==> config.mk <==
export PLATFORM = sky130hd
export DESIGN_NAME = ser_rx_monitor
export DESIGN_NICKNAME = d
export VERILOG_FILES = /design/src/rtl/ser_rx_monitor.sv
export SDC_FILE = /design/constraint.sdc
export NUM_CORES = 1
export LEC_CHECK = 0
export ABC_AREA = 1
export BUFFER_PORTS_ARGS = -buffer_cell sky130_fd_sc_hd__buf_2
export CAP_MARGIN = 20
export CORE_ASPECT_RATIO = 1.4
export CORE_MARGIN = 1.5
export CORE_UTILIZATION = 56
export CTS_CLUSTER_SIZE = 25
export DETAILED_ROUTE_END_ITERATION = 16
export PLACE_DENSITY_LB_ADDON = 0.12
export SYNTH_ARGS = -nofsm -noshare
export SYNTH_HDL_FRONTEND = slang
export SYNTH_SLANG_ARGS = --single-unit
==> constraint.sdc <==
create_clock -name clk -period 2.34 [get_ports clk]
set_input_delay 0.117 -clock clk [delete_from_list [all_inputs] [get_ports clk]]
set_output_delay 0.117 -clock clk [all_outputs]
set_load 0.05 [all_outputs]
==> src/rtl/ser_rx_monitor.sv <==
// ser_rx_monitor: oversampling 8N1 UART receive monitor with a show-ahead FIFO,
// sticky framing/overflow flags and a newline counter.
module ser_rx_monitor #(
    parameter int DIV_WIDTH  = 16,
    parameter int FIFO_DEPTH = 16,
    parameter int LCNT_WIDTH = 16
) (
    input  logic                  clk,
    input  logic                  resetn,
    input  logic [DIV_WIDTH-1:0]  cfg_divider,
    input  logic                  ser_rx,
    output logic [7:0]            rx_data,
    output logic                  rx_valid,
    input  logic                  rx_ready,
    input  logic                  clr_flags,
    output logic                  frame_err,
    output logic                  overflow,
    output logic [LCNT_WIDTH-1:0] line_count,
    output logic                  busy
);
    localparam int AW = $clog2(FIFO_DEPTH);

    typedef enum logic [2:0] {IDLE, START, DATA, STOP, BRK} state_t;

    state_t                state_q;
    logic                  s1_q, rx_s_q;
    logic [DIV_WIDTH-1:0]  div_q, cnt_q;
    logic [2:0]            bit_q;
    logic [7:0]            shift_q;
    logic                  frame_err_q, overflow_q;
    logic [LCNT_WIDTH-1:0] line_q;
    logic [7:0]            mem_q [FIFO_DEPTH];
    logic [AW:0]           wr_q, rd_q;

    logic tick_d, push_d, fe_set_d, empty_d, full_d, pop_d, accept_d, drop_d;

    always_comb begin
        tick_d   = cnt_q == '0;
        push_d   = state_q == STOP && tick_d && rx_s_q;
        fe_set_d = state_q == STOP && tick_d && !rx_s_q;
        empty_d  = wr_q == rd_q;
        full_d   = (wr_q ^ rd_q) == {1'b1, {AW{1'b0}}};
        pop_d    = !empty_d && rx_ready;
        // a simultaneous pop frees the slot, so a push into a full FIFO still lands
        accept_d = push_d && (!full_d || pop_d);
        drop_d   = push_d && full_d && !pop_d;
    end

    always_ff @(posedge clk or negedge resetn) begin
        if (!resetn) begin
            state_q <= IDLE;
            s1_q    <= 1'b1;
            rx_s_q  <= 1'b1;
            div_q   <= '0;
            cnt_q   <= '0;
            bit_q   <= '0;
            shift_q <= '0;
        end else begin
            s1_q   <= ser_rx;
            rx_s_q <= s1_q;
            case (state_q)
                IDLE: if (!rx_s_q) begin
                    div_q   <= cfg_divider;
                    cnt_q   <= cfg_divider >> 1;
                    state_q <= START;
                end
                START: if (!tick_d) cnt_q <= cnt_q - DIV_WIDTH'(1);
                    else if (rx_s_q) state_q <= IDLE;
                    else begin
                        cnt_q   <= div_q - DIV_WIDTH'(1);
                        bit_q   <= '0;
                        state_q <= DATA;
                    end
                DATA: if (!tick_d) cnt_q <= cnt_q - DIV_WIDTH'(1);
                    else begin
                        shift_q <= {rx_s_q, shift_q[7:1]};
                        cnt_q   <= div_q - DIV_WIDTH'(1);
                        bit_q   <= bit_q + 3'd1;
                        if (bit_q == 3'd7) state_q <= STOP;
                    end
                STOP: if (!tick_d) cnt_q <= cnt_q - DIV_WIDTH'(1);
                    else state_q <= rx_s_q ? IDLE : BRK;
                BRK: if (rx_s_q) state_q <= IDLE;
                default: state_q <= IDLE;
            endcase
        end
    end

    always_ff @(posedge clk or negedge resetn) begin
        if (!resetn) begin
            wr_q        <= '0;
            rd_q        <= '0;
            frame_err_q <= 1'b0;
            overflow_q  <= 1'b0;
            line_q      <= '0;
        end else begin
            if (accept_d) wr_q <= wr_q + (AW+1)'(1);
            if (pop_d) rd_q <= rd_q + (AW+1)'(1);
            frame_err_q <= fe_set_d || (frame_err_q && !clr_flags);
            overflow_q  <= drop_d || (overflow_q && !clr_flags);
            if (accept_d && shift_q == 8'h0A) line_q <= line_q + LCNT_WIDTH'(1);
        end
    end

    always_ff @(posedge clk) begin
        if (accept_d) mem_q[wr_q[AW-1:0]] <= shift_q;
    end

    assign rx_valid   = !empty_d;
    assign rx_data    = rx_valid ? mem_q[rd_q[AW-1:0]] : 8'h00;
    assign frame_err  = frame_err_q;
    assign overflow   = overflow_q;
    assign line_count = line_q;
    assign busy       = state_q != IDLE;
endmodule
==> run_results.csv <==
group,metric,value,unit
status,status,"complete, but fails checks",
status,violations,"negative setup slack",
placement,place_area,10700,um^2
final_layout,area_growth,20.7,%
drt,drcViolationCount,0,
drt,vias,8089,
global_routing,antenna_found_initial,0,
global_routing,grt_overflow,0,
pwr,peakVddDrop,0.993,mV
timing,finalMaxSlewViolations,0,
cts,numCtsBuffers,20,
setup_path,worstReg2RegStart,"cnt_q[0]",
placement,pre_cts_ws,0.0906,ns
setup_path,r2r_end,"mem_q[1][5]",
min_path,hold_class,"in2async",
floorplan,pin_count,49,
final_layout,layout-drive-gt1-share,15.5,%
timing,setup_slack,-0.00216,ns
floorplan,rows,57,
timing,slew_headroom,55.2,%
placement,dpl.hpwl,17500,um
setup_path,critical_path.startpoint,"rd_q[0]",
setup_path,worstSetupStartpointType,"flop",
drt,wl,26700,um
global_routing,grt_max_degree,68,
pwr,p_per_area,1150,nW/um^2
timing,min_period,2.34,ns
setup_path,cp-end-kind,"primary output",
cts,clk_pin_slew_worst_paths,0.06,ns
floorplan,die_x,115,um
setup_path,cp_slowest_cell,"dfrtp_2",
drt,drt-pass1-iter-count,4,
setup_path,path_max_fanout,12,
timing,clock_skew,0.0125,ns
cts,clock_path_buffers,3,
placement,globalplace.congestion,0.953,
global_routing,grt_usage,28.8,%
logic_synthesis,synth_top_area_cell,"edfxtp_1",
logic_synthesis,synth_edf_count,128,
setup_path,crit_arrival,2.23,ns
logic_synthesis,yosysWarnings,0,
logic_synthesis,synth-main-ff-cell,"edfxtp_1",
drt,ant_nets,0,
setup_path,r2r_slack,0.14,ns
global_routing,grt_pass1_wl,40300,um
floorplan,dieHeight,160,um
cts,insertion_delay,0.49,ns
drt,wl_per_cell,18.3,um
logic_synthesis,yosysUniqueCellTypes,38,
setup_path,endpoint,"rx_data[3]",
logic_synthesis,netlist_area,9900,um^2
logic_synthesis,post-synth-top-count-cell,"nand2_1",
logic_synthesis,syn_nets,1125,
cts,htree_levels,1,
floorplan,die-area,18500,um^2
timing,rsz0062_at_grt,"true",
placement,io_buffers,48,
final_layout,diodes,0,
logic_synthesis,synth.area.top_cells,"edfxtp_1 39%, dfrtp_1 19%, nand2_1 8.3%",
setup_path,slowest_delay,0.42,ns
final_layout,fillers,1372,
logic_synthesis,postSynthCellCount,1094,
logic_synthesis,synth_common_cells,"220 x nand2_1, 211 x nor2_1, 128 x edfxtp_1",
placement,placed_cells,1391,
logic_synthesis,yosys.area.top_type_share,38.8,%
logic_synthesis,yosysSeqAreaShare,58.0,%
cts,cts.sinks,204,
pwr,total_power,13.7,mW
floorplan,start_util,57.1,%
timing,fmax,0.427,GHz
cts,cts_tree,"yes",
timing,worst-slew-pin-transition,0.669,ns
final_layout,fin_area,12000,um^2
logic_synthesis,synth_area_per_cell,9.05,um^2
logic_synthesis,ys_ff_latch,204,
final_layout,finalNetCount,1246,
final_layout,layout.cells.non_filler,1464,
setup_path,worstSetupPathType,"reg2out",
setup_path,reg2reg_depth,10,
timing,post-route-period-util,100,%
floorplan,fp.coreArea,17300,um^2
logic_synthesis,async_flop_share,37.3,%
pwr,p_leak,5.02,nW
drt,viasPerCell,5.53,
setup_path,crit_chain,"buf_4 > clkinv_8 > clkbuf_16 > o21ai_0 > o21ai_0 > nand2_1 > a31oi_2 > buf_6",
global_routing,grt_pass1_vias,7926,
drt,drt_iter0_drc,526,
cts,cts_root_buf,"clkbuf_16",
timing,finalHoldViolCount,0,
setup_path,cpMostUsedCell,"o21ai_0",
setup_path,worstPathRequired,2.22,ns
job,drv_cap,0,
timing,setup_viol,1,
[worst max-delay path, delay by kind of cell, from the launching register on]
kind	cells	cell delay [ns]
buf+inv	4	0.63
flops	1	0.42
simple gates	1	0.11
compound gates	3	0.57
[per-layer routing]
| metal | vias to the layer above | track usage (%) | share of wire, % |
|---|---|---|---|
| met4 | 0 | 16.4 | 6.1 |
| met1 | 3825 | 32.0 | 37 |
| li1 | 3887 | - | - |
| met2 | 282 | 52.7 | 53 |
| met3 | 95 | 2.83 | 4.5 |
| met5 | - | 0 | 0 |
[state kept, by name, summed over array words and instances (netlist names)]
| register | cells |
|---|---|
| wr_q | 5 |
| rd_q | 5 |
| line_count | 16 |
| shift_q | 8 |
| mem_q | 128 |
| div_q | 16 |
| bit_q | 3 |
| s1_q | 1 |
| frame_err | 1 |
| cnt_q | 16 |
| rx_s_q | 1 |
| state_q | 3 |
| overflow | 1 |
[how the worst min path moves through the flow]
stage | start | end | cells after the start
5_1_grt | resetn | div_q[0] | 2
4_1_cts | resetn | cnt_q[8] | 2
3_5_place_dp | resetn | div_q[0] | 1
3_3_place_gp | resetn | div_q[0] | 1
2_1_floorplan | resetn | bit_q[0] | 0
6_report | resetn | div_q[0] | 2
[area by class of cell]
class | count | area, um^2 | share of cell area (%)
clock buffer | 26 | 544 | 4.55
clock inverter | 9 | 71.3 | 0.597
inverter | 83 | 330 | 2.76
multi-input combinational | 769 | 3780 | 31.6
sequential | 204 | 5750 | 48.1
tap | 236 | 295 | 2.47
timing repair buffer | 136 | 1180 | 9.85
timing repair inverter | 1 | 5.00 | 0.0419
[cell families (layout without fill, tap and decap cells)]
logic type / count (synthesis) / count (layout) / synth area share (%)
and+or+nand+nor: 548 / 548 / 22.9
DFF: 204 / 204 / 58.0
AOI/OAI and AO/OA: 172 / 172 / 9.34
buffers and inverters: 121 / 255 / 4.92
xor gates and xnor gates: 36 / 36 / 3.18
adders and majority gates: 10 / 10 / 1.26
muxes: 3 / 3 / 0.341
[where the power goes]
group	internal, mW	switching, mW	leakage [nW]
clock	1.75	1.32	0.289
sequential	4.16	0.373	2.14
combinational	2.24	3.85	2.59
total	8.15	5.55	5.02
[placed cells by master, fill, tap and decap left out, types with 27 or more instances in the layout]
master,count
dfrtp_1,71
nand3_1,78
buf_2,39
a21oi_1,30
xor2_1,27
buf_4,57
edfxtp_1,128
nor2_1,205
nand2_1,219
inv_1,76
o21ai_0,86
[per-stage QoR]
stage          util [%]  setup TNS (ns)  hold slack, ns
2_1_floorplan         -          -16.13          -0.179
3_3_place_gp       61.9               0           0.141
3_5_place_dp       61.9               0           0.139
4_1_cts            67.3               0           0.171
5_1_grt            69.0          -0.189           0.228
6_report           69.0        -0.00216           0.149
[timing repair]
item | in CTS | in global routing
setup endpoints to repair | 8 | 136
endpoints found under the hold margin | 61 | 0
setup buffers | 3 | 7
pin swaps | 3 | 5
hold buffers | 20 | 0
gates cloned | 2 | 6
gates resized for setup | 31 | 40
Power figures use the tool's default switching activity.
